File: config.mk
export PLATFORM = sky130hd
export DESIGN_NAME = kronos_mem_arb
export DESIGN_NICKNAME = d
export VERILOG_FILES = /design/src/rtl/kronos_mem_arb.sv
export SDC_FILE = /design/constraint.sdc
export NUM_CORES = 1
export LEC_CHECK = 0
export BUFFER_PORTS_ARGS = -buffer_cell sky130_fd_sc_hd__buf_4
export CAP_MARGIN = 5
export CORE_AREA = 4 4 105 107
export DETAILED_ROUTE_END_ITERATION = 8
export DIE_AREA = 0 0 109 111
export PLACE_DENSITY_LB_ADDON = 0.2
export SLEW_MARGIN = 20
export SYNTH_ARGS = -nofsm -noshare
export SYNTH_HDL_FRONTEND = slang
export SYNTH_SLANG_ARGS = --single-unit
export TNS_END_PERCENT = 5
File: constraint.sdc
create_clock -name clk -period 2.41 [get_ports clk]
set_clock_uncertainty 0.1 [all_clocks]
set_input_delay 0.241 -clock clk [delete_from_list [all_inputs] [get_ports clk]]
set_output_delay 0.241 -clock clk [all_outputs]
set_load 0.01 [all_outputs]
File: src/rtl/kronos_mem_arb.sv
// kronos_mem_arb
//   Shares one synchronous single-port memory bus between the instruction
//   fetch port and the load/store data port.
//   - One command is outstanding at a time.
//   - A new command may issue on the same cycle as the previous command's ack,
//     so a 1-cycle memory sees one transfer per cycle.
//   - The data port wins a collision. A streak limiter lets fetch through after
//     DATA_STREAK_MAX back-to-back data grants.
//
// Configuration macro: KRONOS_MEM_ARB_TIMEOUT_EN
//   When defined, a command that sees no mem_ack for TIMEOUT_CYCLES busy cycles
//   is abandoned. A data command then completes with data_ack=1 and data_err=1.
//   A fetch command is dropped silently, and fetch re-requests on its own.
//   When undefined, the arbiter waits indefinitely and data_err is tied to 0.
//
// Ports
//   clk, rst                      clock; asynchronous active-high reset
//   instr_addr/req                fetch request (address may change every cycle)
//   instr_data/ack                fetch response (instr_data = mem_rdata)
//   data_addr/req/we/mask/wdata   load/store request, held until data_ack
//   data_rdata/ack/err            load/store response (data_err qualifies data_ack)
//   mem_addr/req/we/wmask/wdata   memory command (mem_req is a one-cycle strobe)
//   mem_rdata/ack                 memory response for the outstanding command
//
// owner encoding
//   OWN_I | outstanding command belongs to fetch
//   OWN_D | outstanding command belongs to the data port

module kronos_mem_arb #(
  parameter int DATA_STREAK_MAX = 4,
  parameter int TIMEOUT_CYCLES  = 16
) (
  input  logic        clk,
  input  logic        rst,
  input  logic [31:0] instr_addr,
  input  logic        instr_req,
  output logic [31:0] instr_data,
  output logic        instr_ack,
  input  logic [31:0] data_addr,
  input  logic        data_req,
  input  logic        data_we,
  input  logic [3:0]  data_mask,
  input  logic [31:0] data_wdata,
  output logic [31:0] data_rdata,
  output logic        data_ack,
  output logic        data_err,
  output logic [31:0] mem_addr,
  output logic        mem_req,
  output logic        mem_we,
  output logic [3:0]  mem_wmask,
  output logic [31:0] mem_wdata,
  input  logic [31:0] mem_rdata,
  input  logic        mem_ack
);

  if (DATA_STREAK_MAX < 1 || TIMEOUT_CYCLES < 1) begin : g_param_chk
    $error("kronos_mem_arb: DATA_STREAK_MAX and TIMEOUT_CYCLES must be >= 1");
  end

  localparam logic [0:0] OWN_I = 1'b0;
  localparam logic [0:0] OWN_D = 1'b1;

  localparam int SW = $clog2(DATA_STREAK_MAX + 1);
  localparam logic [SW-1:0] STREAK_MAX = SW'(DATA_STREAK_MAX);

  logic          busy_q, busy_d;
  logic [0:0]    owner_q, owner_d;
  logic [SW-1:0] streak_q, streak_d;

  logic free;
  logic issue;
  logic grant_d;
  logic grant_i;
  logic streak_full;
  logic ack_live;
  logic tmo_fire;

`ifdef KRONOS_MEM_ARB_TIMEOUT_EN
  localparam int TW = $clog2(TIMEOUT_CYCLES + 1);
  localparam logic [TW-1:0] TMO_LAST = TW'(TIMEOUT_CYCLES - 1);

  logic [TW-1:0] tmo_q, tmo_d;

  // The counter holds (busy cycles without ack) - 1, so the abort fires during
  // the TIMEOUT_CYCLES-th busy cycle that has no mem_ack.
  always_comb begin
    tmo_fire = busy_q & ~mem_ack & ~rst & (tmo_q == TMO_LAST);
    tmo_d    = tmo_q;
    if (issue || tmo_fire) begin
      tmo_d = '0;
    end else if (busy_q && !mem_ack) begin
      tmo_d = tmo_q + 1'b1;
    end
  end

  always_ff @(posedge clk or posedge rst) begin
    if (rst) begin
      tmo_q <= '0;
    end else begin
      tmo_q <= tmo_d;
    end
  end
`else
  assign tmo_fire = 1'b0;
`endif

  always_comb begin
    free        = ~busy_q | mem_ack;
    issue       = free & (instr_req | data_req) & ~rst;
    streak_full = (streak_q == STREAK_MAX);
    grant_d     = data_req & ~(instr_req & streak_full);
    grant_i     = instr_req & ~grant_d;
    // A stale ack arriving while idle, for example just after reset, is ignored
    // because busy_q is low.
    ack_live    = busy_q & mem_ack & ~rst;
  end

  always_comb begin
    mem_req   = issue;
    mem_wdata = data_wdata;
    if (issue && grant_i) begin
      mem_addr  = instr_addr;
      mem_we    = 1'b0;
      mem_wmask = 4'b0000;
    end else begin
      mem_addr  = data_addr;
      mem_we    = data_we;
      mem_wmask = data_mask;
    end
  end

  // Acks always go to the owner of the command that is completing, even when a
  // grant to the other port issues in the same cycle.
  always_comb begin
    instr_data = mem_rdata;
    data_rdata = mem_rdata;
    instr_ack  = ack_live & (owner_q == OWN_I);
    data_err   = tmo_fire & (owner_q == OWN_D);
    data_ack   = (ack_live & (owner_q == OWN_D)) | data_err;
  end

  always_comb begin
    busy_d   = busy_q;
    owner_d  = owner_q;
    streak_d = streak_q;

    if (issue) begin
      busy_d  = 1'b1;
      owner_d = grant_d ? OWN_D : OWN_I;
    end else if (free || tmo_fire) begin
      busy_d = 1'b0;
    end

    if (!instr_req || (issue && grant_i)) begin
      streak_d = '0;
    end else if (issue && grant_d && !streak_full) begin
      streak_d = streak_q + 1'b1;
    end
  end

  always_ff @(posedge clk or posedge rst) begin
    if (rst) begin
      busy_q   <= 1'b0;
      owner_q  <= OWN_I;
      streak_q <= '0;
    end else begin
      busy_q   <= busy_d;
      owner_q  <= owner_d;
      streak_q <= streak_d;
    end
  end

endmodule

==> key figures <==
Die
  • Row count: 37
  • Chip height: 111 microns
  • Initial Util: 0.147
  • Die area: 12100 sq um
  • Core area: 10100 sq um
  • Width of the die: 109 microns
  • I/O pin total: 275

Global route
  • Global routing usage on met3: 0.0291
  • Gr busiest metal: met2
  • Routing usage on met2: 0.101
  • Global route overflow: 0
  • First-pass GRT wire length: 5660 microns
  • Met1 Use GR: 0.0573
  • Vias in the first global route: 1196
  • Largest net degree at the start of global routing: 22
  • Initial antenna violation count: 0
  • GR Util All Layers: 0.0571

Setup path
  • WP data required: 2.07 ns
  • Crit end category: primary output
  • Crit-path cells: inv_1 -> ha_4 -> a21boi_2 -> nor4b_4 -> buf_6 -> mux2_2 -> buf_4
  • Crit Path Category: reg -> out
  • Slowest-stage cell, CP: dfrtp_1
  • Startpoint types: register
  • CP peak stage delay: 0.39 ns
  • Critical Path AT: 1.98 ns
  • Max FO, Critical Path: 14

Cells and area
  • Antenna Cells: 0
  • Share of layout cells above drive strength 1: 0.729
  • Area Overhead vs Synth: 23.7%
  • Final Net Count: 333
  • Commonest cells after routing, fill and taps aside: buf_4, mux2_1, mux2_2
  • Finished Layout Cells: 328
  • Most common cell after layout, fill and taps aside: buf_4

Routing
  • Initial drt markers: 21
  • Routed WL: 3970 microns
  • Routed Antenna Nets: 0
  • DR vias/cell: 3.37
  • 1st-pass router iterations: 2
  • # DRC: 0
  • Average wire per standard cell: 12.1 microns
  • Vias: 1106

Synthesis
  • Count of different cell masters after synthesis: 25
  • Seq/Total Area, Yosys: 0.0838
  • Mapped cell area: 1490 sq um
  • Syn avg cell area: 8.64 sq um
  • Post-Syn Instances: 173
  • Syn Nets: 313
  • Flops & latches, synth: 5
  • Yosys Warn Count: 0

STA
  • Setup TNS: 0 ns
  • Tmin final: 2.32 ns
  • Final count of pins violating max slew: 0
  • Maximum clock frequency: 0.431 GHz
  • RSZ-0062 raised after global routing: no
  • Final setup violation count: 0
  • Worst hold margin: 0.212 ns
  • Final hold vios: 0
  • Final Cycle Share: 0.962

Clock tree
  • CTS Sinks: 5
  • H-Tree Depth: 1
  • Worst-path clk slew: 0.04 ns
  • TritonCTS clock tree: yes
  • Clk Latency, worst-skew pair: 0.23 ns
  • Setup bufs post-CTS: 0
  • Root Driver: clkbuf_8
  • CTS Buf Count: 3
  • Clock Tree Buf Depth: 2

Power
  • Max IR drop VDD: 0.000163 V
  • Leakage dissipation: 0.872 nW
  • Power per cell area: 289 nW/um^2

Placed design
  • Placed insts: 323
  • Detailed Place HPWL: 3460 microns
  • RePlAce Congestion: 0.699
  • Port buffer count: 113

Job
  • Max_cap viols: 0

Worst hold path
  • HP Class: in -> reg

Status
  • Outcome: complete, no violations
[worst paths after layout]
check	cells after the start	start	slack (ns)	end
worst max-delay path	7	streak_q[1]	0.09	mem_addr[8]
worst max register to register	6	streak_q[1]	0.90	owner_q
min in group asynchronous	3	rst	0.49	streak_q[1]
max in group asynchronous	3	rst	1.49	busy_q
worst min register to register	2	owner_q	0.45	owner_q
worst min-delay path	2	rst	0.21	busy_q
[registers in the layout (all words and copies together), names as in the netlist]
| signal | flops |
|---|---|
| owner_q | 1 |
| streak_q | 3 |
| busy_q | 1 |
[layout make-up]
cell class / count / area, sq um
Sequential cell: 5 / 125
Tap cell: 136 / 170
Timing Repair Buffer: 117 / 897
Multi-Input combinational cell: 62 / 596
Fill cell: 1157 / 8290
Inverter: 4 / 15.0
Clock buffer: 4 / 45.0
[cell usage after synthesis, drive strengths merged]
master / number / area share
a21boi: 3 / 0.018
a21oi: 1 / 0.0033
buf: 102 / 0.52
conb: 1 / 0.0025
dfrtp: 5 / 0.084
ha: 2 / 0.017
inv: 4 / 0.010
mux2: 32 / 0.24
nand2: 1 / 0.0025
nand2b: 1 / 0.0042
nand3: 1 / 0.0033
nand3b: 1 / 0.0050
nand4: 2 / 0.0084
nor2: 1 / 0.0025
nor2b: 6 / 0.030
nor3: 3 / 0.010
nor3b: 1 / 0.0050
nor4b: 1 / 0.016
o21ai: 4 / 0.013
o311ai: 1 / 0.0059
[report_power, final]
| part | switching (mW) | internal, mW |
|---|---|---|
| combinational | 0.101 | 0.177 |
| clock | 0.0478 | 0.114 |
| sequential | 0.00348 | 0.0900 |
[logic make-up (layout without fill, tap and decap cells)]
logic type | Yosys count | after routing | synth area share
AOI/OAI and AO/OA | 9 | 9 | 0.0402
adders and majority gates | 2 | 2 | 0.0167
buffers and inverters | 106 | 125 | 0.528
DFF | 5 | 5 | 0.0838
muxes | 32 | 32 | 0.241
other | 1 | 1 | 0.00251
and+or+nand+nor | 18 | 18 | 0.0871
[worst max-delay path: cells and delay by family, from the launching register on]
family / cells / cell delay, ns
adder cells (fa/ha/maj): 1 / 0.14
buffers and inverters: 3 / 0.48
multiplexers: 1 / 0.35
flip-flops: 1 / 0.39
AND/OR/NAND/NOR: 1 / 0.32
AO/OA/AOI/OAI: 1 / 0.08
[routing by layer]
metal	up-vias	routed length, microns
li1	507	-
met1	494	1340
met2	90	1980
met3	15	563
met4	0	82
met5	-	0
[metrics by stage]
step / total power [mW] / utilization / instance area, sq um / setup WS [ns]
CTS: 0.538 / 0.181 / 1830 / 0.0256
global placement: 0.372 / 0.175 / 1770 / 0.238
detailed placement: 0.373 / 0.175 / 1770 / 0.220
floorplan: 0.363 / - / 1490 / 0.460
finish: 0.533 / 0.182 / 1850 / 0.0914
global route: 0.567 / 0.182 / 1850 / 0.00875
[what timing repair did]
item / 4_1_cts / 5_1_grt
resized for setup: 1 / 4
cloned: 0 / 0
endpoints found under the hold margin: 5 / 0
endpoints found under the setup margin: 12 / 32
hold buffers: 1 / 0
(Power assumes the default switching activity.)
